$ cat config.mk
export PLATFORM = sky130hd
export DESIGN_NAME = rv32i_mem_arbiter_flat
export DESIGN_NICKNAME = d
export VERILOG_FILES = /design/src/rtl/rv32i_mem_arbiter_if.sv /design/src/rtl/rv32i_mem_arbiter.sv /design/src/flat_wrapper.sv
export SDC_FILE = /design/constraint.sdc
export NUM_CORES = 1
export LEC_CHECK = 0
export ABC_AREA = 1
export CAP_MARGIN = 20
export CORE_AREA = 3 3 98 100
export DETAILED_ROUTE_END_ITERATION = 7
export DIE_AREA = 0 0 101 103
export PLACE_DENSITY = 0.73
export SYNTH_ARGS = -nofsm -noshare
export SYNTH_HDL_FRONTEND = slang
export SYNTH_SLANG_ARGS = --single-unit
$ cat constraint.sdc
create_clock -name clk_i -period 2.5 [get_ports clk_i]
set_input_delay 0.25 -clock clk_i [delete_from_list [all_inputs] [get_ports clk_i]]
set_output_delay 0.25 -clock clk_i [all_outputs]
set_load 0.005 [all_outputs]
$ cat src/rtl/rv32i_mem_arbiter_if.sv
// Bus bundle between the two masters, the arbiter and the 16-bit memory port.
// Modports: slave = arbiter side, master = requester/memory side.
interface rv32i_mem_arbiter_if #(
  parameter int XLEN      = 32,
  parameter int DATA_BITS = 16
);
  logic                 m0_req_i;
  logic                 m0_lock_i;
  logic                 m0_we_i;
  logic [XLEN-1:0]      m0_addr_i;
  logic [DATA_BITS-1:0] m0_data_i;
  logic [DATA_BITS-1:0] m0_mask_i;
  logic                 m0_gnt_o;
  logic [DATA_BITS-1:0] m0_data_o;
  logic                 m0_rvalid_o;

  logic                 m1_req_i;
  logic                 m1_lock_i;
  logic                 m1_we_i;
  logic [XLEN-1:0]      m1_addr_i;
  logic [DATA_BITS-1:0] m1_data_i;
  logic [DATA_BITS-1:0] m1_mask_i;
  logic                 m1_gnt_o;
  logic [DATA_BITS-1:0] m1_data_o;
  logic                 m1_rvalid_o;

  logic [XLEN-1:0]      mem_addr_o;
  logic                 mem_read_o;
  logic                 mem_write_o;
  logic [DATA_BITS-1:0] mem_data_o;
  logic [DATA_BITS-1:0] mem_mask_o;
  logic [DATA_BITS-1:0] mem_data_i;

  modport slave (
    input  m0_req_i, m0_lock_i, m0_we_i,
    input  m0_addr_i, m0_data_i, m0_mask_i,
    output m0_gnt_o, m0_data_o, m0_rvalid_o,
    input  m1_req_i, m1_lock_i, m1_we_i,
    input  m1_addr_i, m1_data_i, m1_mask_i,
    output m1_gnt_o, m1_data_o, m1_rvalid_o,
    output mem_addr_o, mem_read_o, mem_write_o,
    output mem_data_o, mem_mask_o,
    input  mem_data_i
  );

  modport master (
    output m0_req_i, m0_lock_i, m0_we_i,
    output m0_addr_i, m0_data_i, m0_mask_i,
    input  m0_gnt_o, m0_data_o, m0_rvalid_o,
    output m1_req_i, m1_lock_i, m1_we_i,
    output m1_addr_i, m1_data_i, m1_mask_i,
    input  m1_gnt_o, m1_data_o, m1_rvalid_o,
    input  mem_addr_o, mem_read_o, mem_write_o,
    input  mem_data_o, mem_mask_o,
    output mem_data_i
  );
endinterface

$ cat src/rtl/rv32i_mem_arbiter.sv
// Two-master arbiter for the 16-bit memory port with lock and hold limit.
// Ports: clk_i, reset_i (async, high), bus (rv32i_mem_arbiter_if.slave).
// Macro RV32I_ARB_ROUND_ROBIN_EN: round-robin tie break from IDLE.
module rv32i_mem_arbiter #(
  parameter int XLEN      = 32,
  parameter int DATA_BITS = 16,
  parameter int HOLD_MAX  = 8
) (
  input logic                clk_i,
  input logic                reset_i,
  rv32i_mem_arbiter_if.slave bus
);

  localparam int HW = $clog2(HOLD_MAX);
  localparam logic [HW-1:0] HOLD_TOP = HW'(HOLD_MAX - 1);

  typedef enum logic [1:0] {IDLE, OWN0, OWN1} state_e;

  state_e          state_q, state_d;
  logic            last_owner_q, last_owner_d;
  logic [HW-1:0]   hold_cnt_q, hold_cnt_d;
  logic            rd_vld_q, rd_vld_d;
  logic            rd_own_q, rd_own_d;

  logic                 own1, own_any;
  logic                 req_x, lock_x, we_x, req_y;
  logic [XLEN-1:0]      addr_x;
  logic [DATA_BITS-1:0] data_x, mask_x;
  logic                 beat, hold_top, win1;

`ifdef RV32I_ARB_ROUND_ROBIN_EN
  // On a tie the master that did not own last gets the port.
  assign win1 = bus.m1_req_i & (~bus.m0_req_i | ~last_owner_q);
`else
  assign win1 = ~bus.m0_req_i;
  logic unused_last_owner;
  assign unused_last_owner = last_owner_q;
`endif

  always_comb begin
    own1    = (state_q == OWN1);
    own_any = (state_q != IDLE);
    req_x   = own1 ? bus.m1_req_i  : bus.m0_req_i;
    lock_x  = own1 ? bus.m1_lock_i : bus.m0_lock_i;
    we_x    = own1 ? bus.m1_we_i   : bus.m0_we_i;
    addr_x  = own1 ? bus.m1_addr_i : bus.m0_addr_i;
    data_x  = own1 ? bus.m1_data_i : bus.m0_data_i;
    mask_x  = own1 ? bus.m1_mask_i : bus.m0_mask_i;
    req_y   = own1 ? bus.m0_req_i  : bus.m1_req_i;
    beat     = own_any & req_x;
    hold_top = (hold_cnt_q == HOLD_TOP);
  end

  always_comb begin
    bus.mem_addr_o  = own_any ? addr_x : '0;
    bus.mem_data_o  = own_any ? data_x : '0;
    bus.mem_mask_o  = own_any ? mask_x : '0;
    bus.mem_read_o  = beat & ~we_x;
    bus.mem_write_o = beat & we_x;
    bus.m0_gnt_o    = (state_q == OWN0);
    bus.m1_gnt_o    = own1;
    bus.m0_rvalid_o = rd_vld_q & ~rd_own_q;
    bus.m1_rvalid_o = rd_vld_q & rd_own_q;
    // Read data is broadcast; rvalid tells who it belongs to.
    bus.m0_data_o   = bus.mem_data_i;
    bus.m1_data_o   = bus.mem_data_i;
  end

  always_comb begin
    state_d      = state_q;
    last_owner_d = last_owner_q;
    unique case (state_q)
      IDLE: begin
        if (bus.m0_req_i | bus.m1_req_i)
          state_d = win1 ? OWN1 : OWN0;
      end
      OWN0, OWN1: begin
        // Stay only while locked and not forced out by the hold limit.
        if (!(req_x & lock_x & ~(hold_top & req_y)))
          state_d = req_y ? (own1 ? OWN0 : OWN1) : IDLE;
      end
      default: state_d = IDLE;
    endcase

    if (state_d != state_q && state_d != IDLE)
      last_owner_d = (state_d == OWN1);

    // Saturates while uncontended so the lock can be held forever.
    if (state_d != state_q)
      hold_cnt_d = '0;
    else if (beat && !hold_top)
      hold_cnt_d = hold_cnt_q + HW'(1);
    else
      hold_cnt_d = hold_cnt_q;

    rd_vld_d = beat & ~we_x;
    rd_own_d = own1;
  end

  always_ff @(posedge clk_i or posedge reset_i) begin
    if (reset_i) begin
      state_q      <= IDLE;
      last_owner_q <= 1'b1;
      hold_cnt_q   <= '0;
      rd_vld_q     <= 1'b0;
      rd_own_q     <= 1'b0;
    end else begin
      state_q      <= state_d;
      last_owner_q <= last_owner_d;
      hold_cnt_q   <= hold_cnt_d;
      rd_vld_q     <= rd_vld_d;
      rd_own_q     <= rd_own_d;
    end
  end

endmodule

$ cat src/flat_wrapper.sv
// flat-port wrapper written by rule: the top's interface ports become plain ports
module rv32i_mem_arbiter_flat 
#(
  parameter int XLEN      = 32,
  parameter int DATA_BITS = 16,
  parameter int HOLD_MAX  = 8
)
  (clk_i, reset_i, bus_m0_req_i, bus_m0_lock_i, bus_m0_we_i, bus_m0_addr_i, bus_m0_data_i, bus_m0_mask_i, bus_m0_gnt_o, bus_m0_data_o, bus_m0_rvalid_o, bus_m1_req_i, bus_m1_lock_i, bus_m1_we_i, bus_m1_addr_i, bus_m1_data_i, bus_m1_mask_i, bus_m1_gnt_o, bus_m1_data_o, bus_m1_rvalid_o, bus_mem_addr_o, bus_mem_read_o, bus_mem_write_o, bus_mem_data_o, bus_mem_mask_o, bus_mem_data_i);
  rv32i_mem_arbiter_if #(.XLEN(XLEN), .DATA_BITS(DATA_BITS)) bus_i ();
  input logic clk_i;
  input logic reset_i;
  input wire logic [$bits(bus_i.m0_req_i)-1:0] bus_m0_req_i;
  input wire logic [$bits(bus_i.m0_lock_i)-1:0] bus_m0_lock_i;
  input wire logic [$bits(bus_i.m0_we_i)-1:0] bus_m0_we_i;
  input wire logic [$bits(bus_i.m0_addr_i)-1:0] bus_m0_addr_i;
  input wire logic [$bits(bus_i.m0_data_i)-1:0] bus_m0_data_i;
  input wire logic [$bits(bus_i.m0_mask_i)-1:0] bus_m0_mask_i;
  output wire logic [$bits(bus_i.m0_gnt_o)-1:0] bus_m0_gnt_o;
  output wire logic [$bits(bus_i.m0_data_o)-1:0] bus_m0_data_o;
  output wire logic [$bits(bus_i.m0_rvalid_o)-1:0] bus_m0_rvalid_o;
  input wire logic [$bits(bus_i.m1_req_i)-1:0] bus_m1_req_i;
  input wire logic [$bits(bus_i.m1_lock_i)-1:0] bus_m1_lock_i;
  input wire logic [$bits(bus_i.m1_we_i)-1:0] bus_m1_we_i;
  input wire logic [$bits(bus_i.m1_addr_i)-1:0] bus_m1_addr_i;
  input wire logic [$bits(bus_i.m1_data_i)-1:0] bus_m1_data_i;
  input wire logic [$bits(bus_i.m1_mask_i)-1:0] bus_m1_mask_i;
  output wire logic [$bits(bus_i.m1_gnt_o)-1:0] bus_m1_gnt_o;
  output wire logic [$bits(bus_i.m1_data_o)-1:0] bus_m1_data_o;
  output wire logic [$bits(bus_i.m1_rvalid_o)-1:0] bus_m1_rvalid_o;
  output wire logic [$bits(bus_i.mem_addr_o)-1:0] bus_mem_addr_o;
  output wire logic [$bits(bus_i.mem_read_o)-1:0] bus_mem_read_o;
  output wire logic [$bits(bus_i.mem_write_o)-1:0] bus_mem_write_o;
  output wire logic [$bits(bus_i.mem_data_o)-1:0] bus_mem_data_o;
  output wire logic [$bits(bus_i.mem_mask_o)-1:0] bus_mem_mask_o;
  input wire logic [$bits(bus_i.mem_data_i)-1:0] bus_mem_data_i;
  assign bus_i.m0_req_i = bus_m0_req_i;
  assign bus_i.m0_lock_i = bus_m0_lock_i;
  assign bus_i.m0_we_i = bus_m0_we_i;
  assign bus_i.m0_addr_i = bus_m0_addr_i;
  assign bus_i.m0_data_i = bus_m0_data_i;
  assign bus_i.m0_mask_i = bus_m0_mask_i;
  assign bus_m0_gnt_o = bus_i.m0_gnt_o;
  assign bus_m0_data_o = bus_i.m0_data_o;
  assign bus_m0_rvalid_o = bus_i.m0_rvalid_o;
  assign bus_i.m1_req_i = bus_m1_req_i;
  assign bus_i.m1_lock_i = bus_m1_lock_i;
  assign bus_i.m1_we_i = bus_m1_we_i;
  assign bus_i.m1_addr_i = bus_m1_addr_i;
  assign bus_i.m1_data_i = bus_m1_data_i;
  assign bus_i.m1_mask_i = bus_m1_mask_i;
  assign bus_m1_gnt_o = bus_i.m1_gnt_o;
  assign bus_m1_data_o = bus_i.m1_data_o;
  assign bus_m1_rvalid_o = bus_i.m1_rvalid_o;
  assign bus_mem_addr_o = bus_i.mem_addr_o;
  assign bus_mem_read_o = bus_i.mem_read_o;
  assign bus_mem_write_o = bus_i.mem_write_o;
  assign bus_mem_data_o = bus_i.mem_data_o;
  assign bus_mem_mask_o = bus_i.mem_mask_o;
  assign bus_i.mem_data_i = bus_mem_data_i;
  rv32i_mem_arbiter #(.XLEN(XLEN), .DATA_BITS(DATA_BITS), .HOLD_MAX(HOLD_MAX)) u_core (.clk_i(clk_i), .reset_i(reset_i), .bus(bus_i));
endmodule
==> qor.csv, run 1 <==
stage;metric;value;unit
timing;holdWs;266;ps
timing;timing.setup.tns;0;ps
grt;grt_use_total;0.141;
setup_path;worstPathRequired;2250;ps
synthesis;yosys_register_bits;7;
placement;dp.cells;589;
drt;antenna_left;0;
power;switchingPower;1480;µW
setup_path;r2r_start;u_core.state_q[0];
grt;antenna_found_initial;0;
die;die_h;103;µm
finish;n_antenna_cell;0;
drt;wire_per_inst;14.4;µm
setup_path;r2r_cells;15;
clock_tree;cts_made_buffers;3;
placement;port_buffers;205;
drt;avgViaCountPerCell;4.36;
setup_path;r2r_end;u_core.hold_cnt_q[0];
placement;gp_congestion;0.865;
clock_tree;clock_latency;230;ps
timing;hold_violations;0;
finish;fin_nets;648;
clock_tree;cts_tree;done;
timing;rsz0062_at_grt;false;
timing;max_freq;414;MHz
power;p_leak;0.00161;µW
finish;drive_gt1_frac;0.0594;
drt;routed_wl;8600;µm
power;cellPowerDensity;911;nW/µm²
synthesis;syn_area;1690;µm²
setup_path;r2r_slack;500;ps
power;power.share.clock;0.048;
grt;grt_overflow;0;
timing;relSlewSlack;0.800;
clock_tree;cts_root_buffer;clkbuf_8;
die;num_rows;34;
drt;num_vias;2598;
timing;clock-skew-final;7.20;ps
die;core;8760;µm²
power;vdd_drop_max;428;µV
timing;drv_slew;0;
finish;instances_no_fill;596;
synthesis;syn-num-nets;482;
clock_tree;clkTransAtPathRegs;40;ps
synthesis;synth.distinct_cells;20;
run;drv_cap;0;
worst_hold_path;holdCritPathClass;primary input to async pin;
die;initial_core_util;0.193;
timing;finalSetupViolations;0;
grt;first_global_vias;2432;
synthesis;postSynthCellCount;323;
clock_tree;h-tree-depth;1;
clock_tree;clock-sinks;7;
setup_path;critPathCaptureType;output port;
power;finalPower;3410;µW
status;status;finished, final reports clean;
drt;first_iter_violations;100;
setup_path;critPathLaunchType;flop;
die;die_w;101;µm
clock_tree;ctsHoldBuffers;0;
finish;area_delta_synth_final;121;%
timing;tightest_slew;299;ps
synthesis;yosysWarnings;0;
setup_path;cp_max_fo;20;
grt;grt_pass1_wl;11600;µm
power;p_sw_frac;0.434;
drt;route.detailed.drc;0;
power;combPwrFrac;0.899;
setup_path;crit_type;flop to output port;
timing;min_period;2410;ps
synthesis;synth-seq-area-share;0.103;
timing;finalCritPeriodShare;0.966;
power;intPower;1930;µW
synthesis;avgSynthCellArea;5.24;µm²
grt;grt_max_degree;43;
die;io_pins;254;
power;pwr-share-seq;0.053;
setup_path;worst_ep_arrival_time;2160;ps
drt;first_pass_iters;4;
placement;hpwl;7180;µm
clock_tree;clockBufferDepth;2;
die;die-area;10400;µm²
-- cells by family (layout without fill, tap and decap cells) --
| logic type | count (synthesis) | count (layout) | synth area share |
|---|---|---|---|
| DFF | 7 | 7 | 0.103 |
| buffers and inverters | 70 | 235 | 0.227 |
| xor gates and xnor gates | 1 | 1 | 0.00517 |
| muxes | 2 | 2 | 0.0133 |
| AOI/OAI and AO/OA | 67 | 67 | 0.200 |
| adders and majority gates | 7 | 7 | 0.0517 |
| and+or+nand+nor | 169 | 169 | 0.400 |
-- area by class of cell --
type / count / area, µm²
multi-input cells: 246 / 1150
inverters: 17 / 63.8
clock buffers: 4 / 45.0
well taps: 108 / 135
flip-flops and latches: 7 / 176
repair buffers: 214 / 2180
fillers: 922 / 5020
-- registers in the layout, indices dropped and copies added, names as in the netlist --
signal / flops
u_core.rd_own_q: 1
u_core.rd_vld_q: 1
u_core.hold_cnt_q: 3
u_core.state_q: 2
-- cells in the mapped netlist --
| master | n | area, µm² |
|---|---|---|
| inv_2 | 2 | 7.51 |
| xnor2_1 | 1 | 8.76 |
| o211ai_1 | 1 | 7.51 |
| ha_1 | 7 | 87.6 |
| buf_4 | 32 | 240 |
| nand2_1 | 20 | 75.1 |
| nand2_2 | 4 | 25.0 |
| and2_4 | 1 | 8.76 |
| nor2_2 | 1 | 6.26 |
| nor2_1 | 134 | 503 |
| dfrtp_1 | 7 | 175 |
| nand3_2 | 2 | 20.0 |
| clkbuf_1 | 20 | 75.1 |
| mux2_2 | 2 | 22.5 |
| buf_2 | 1 | 5.00 |
| or2_2 | 1 | 6.26 |
| nand3_1 | 4 | 20.0 |
| o21ai_0 | 66 | 330 |
| nand4_1 | 2 | 12.5 |
| inv_1 | 15 | 56.3 |
-- worst max-delay path, cell delays in order, from the launching register on --
cell and delay [ps]:
dfrtp_2 430, inv_1 110, ha_1 240, inv_2 130
buf_12 160, o21ai_0 100, nor2_1 220, clkdlybuf4s50_1 550
-- stage by stage --
step | worst slack (ps) | utilization | instance area, µm²
after global routing | 0.953 | 0.427 | 3740
after global placement | 164 | 0.413 | 3620
final | 85.1 | 0.427 | 3740
after floorplan | 719 | - | 1690
after CTS | -23.3 | 0.419 | 3680
after detailed placement | 137 | 0.413 | 3620
-- power by group through the flow --
stage / registers (µW) / clock network (µW) / logic [µW]
4_1_cts: 174 / 168 / 2980
3_3_place_gp: 172 / 0 / 2910
5_1_grt: 185 / 180 / 3350
2_1_floorplan: 169 / 0 / 1280
3_5_place_dp: 175 / 0 / 2950
6_report: 180 / 163 / 3070
-- worst max-delay path by stage --
stage	startpoint	endpoint	slack (ps)	cells past startpoint
floorplan	u_core.state_q[0]	bus_mem_addr_o[0]	720	6
global placement	u_core.state_q[0]	bus_mem_addr_o[24]	160	6
detailed placement	u_core.state_q[0]	bus_mem_addr_o[24]	140	6
CTS	u_core.state_q[1]	bus_mem_read_o	-20	7
global route	u_core.state_q[1]	bus_mem_addr_o[24]	1	7
finish	u_core.state_q[1]	bus_mem_addr_o[24]	90	7
-- layer usage --
layer | global-route usage | vias to the layer above | share of wire
met2 | 0.272 | 151 | 0.52
met1 | 0.139 | 1118 | 0.35
met3 | 0.0609 | 16 | 0.12
li1 | - | 1313 | -
met5 | 0 | - | 0
met4 | 0.0337 | 0 | 0.014
-- cells in the final DEF (no fill, tap or decap) --
| cell type | count |
|---|---|
| and2_4 | 1 |
| buf_12 | 2 |
| buf_4 | 4 |
| buf_6 | 1 |
| buf_8 | 1 |
| clkbuf_1 | 1 |
| clkbuf_16 | 1 |
| clkbuf_8 | 3 |
| clkdlybuf4s50_1 | 204 |
| dfrtp_1 | 6 |
| dfrtp_2 | 1 |
| dlymetal6s2s_1 | 1 |
| ha_1 | 6 |
| ha_4 | 1 |
| inv_1 | 13 |
| inv_2 | 4 |
| mux2_2 | 2 |
| nand2_1 | 20 |
| nand2_2 | 4 |
| nand3_1 | 4 |
| nand3_2 | 2 |
| nand4_1 | 2 |
| nor2_1 | 134 |
| nor2_2 | 1 |
| o211ai_1 | 1 |
| o21ai_0 | 66 |
| or2_2 | 1 |
| xnor2_1 | 1 |
-- what timing repair did --
action | 4_1_cts | 5_1_grt
gates cloned | 0 | 1
buffers inserted | 0 | 2
endpoints found under the setup margin | 4 | 32
pin swaps | 0 | 1
gates resized for setup | 3 | 8
Note: power is estimated with default switching activity, not from simulation.
==> run 2: changes to the inputs <==
--- a/config.mk
+++ b/config.mk
@@ -11,6 +11,7 @@
 export DETAILED_ROUTE_END_ITERATION = 7
 export DIE_AREA = 0 0 101 103
 export PLACE_DENSITY = 0.73
+export RECOVER_POWER = 25
 export SYNTH_ARGS = -nofsm -noshare
 export SYNTH_HDL_FRONTEND = slang
 export SYNTH_SLANG_ARGS = --single-unit
==> results of run 2 <==
Final layout, timing and power as in run 1 (identical DEF).
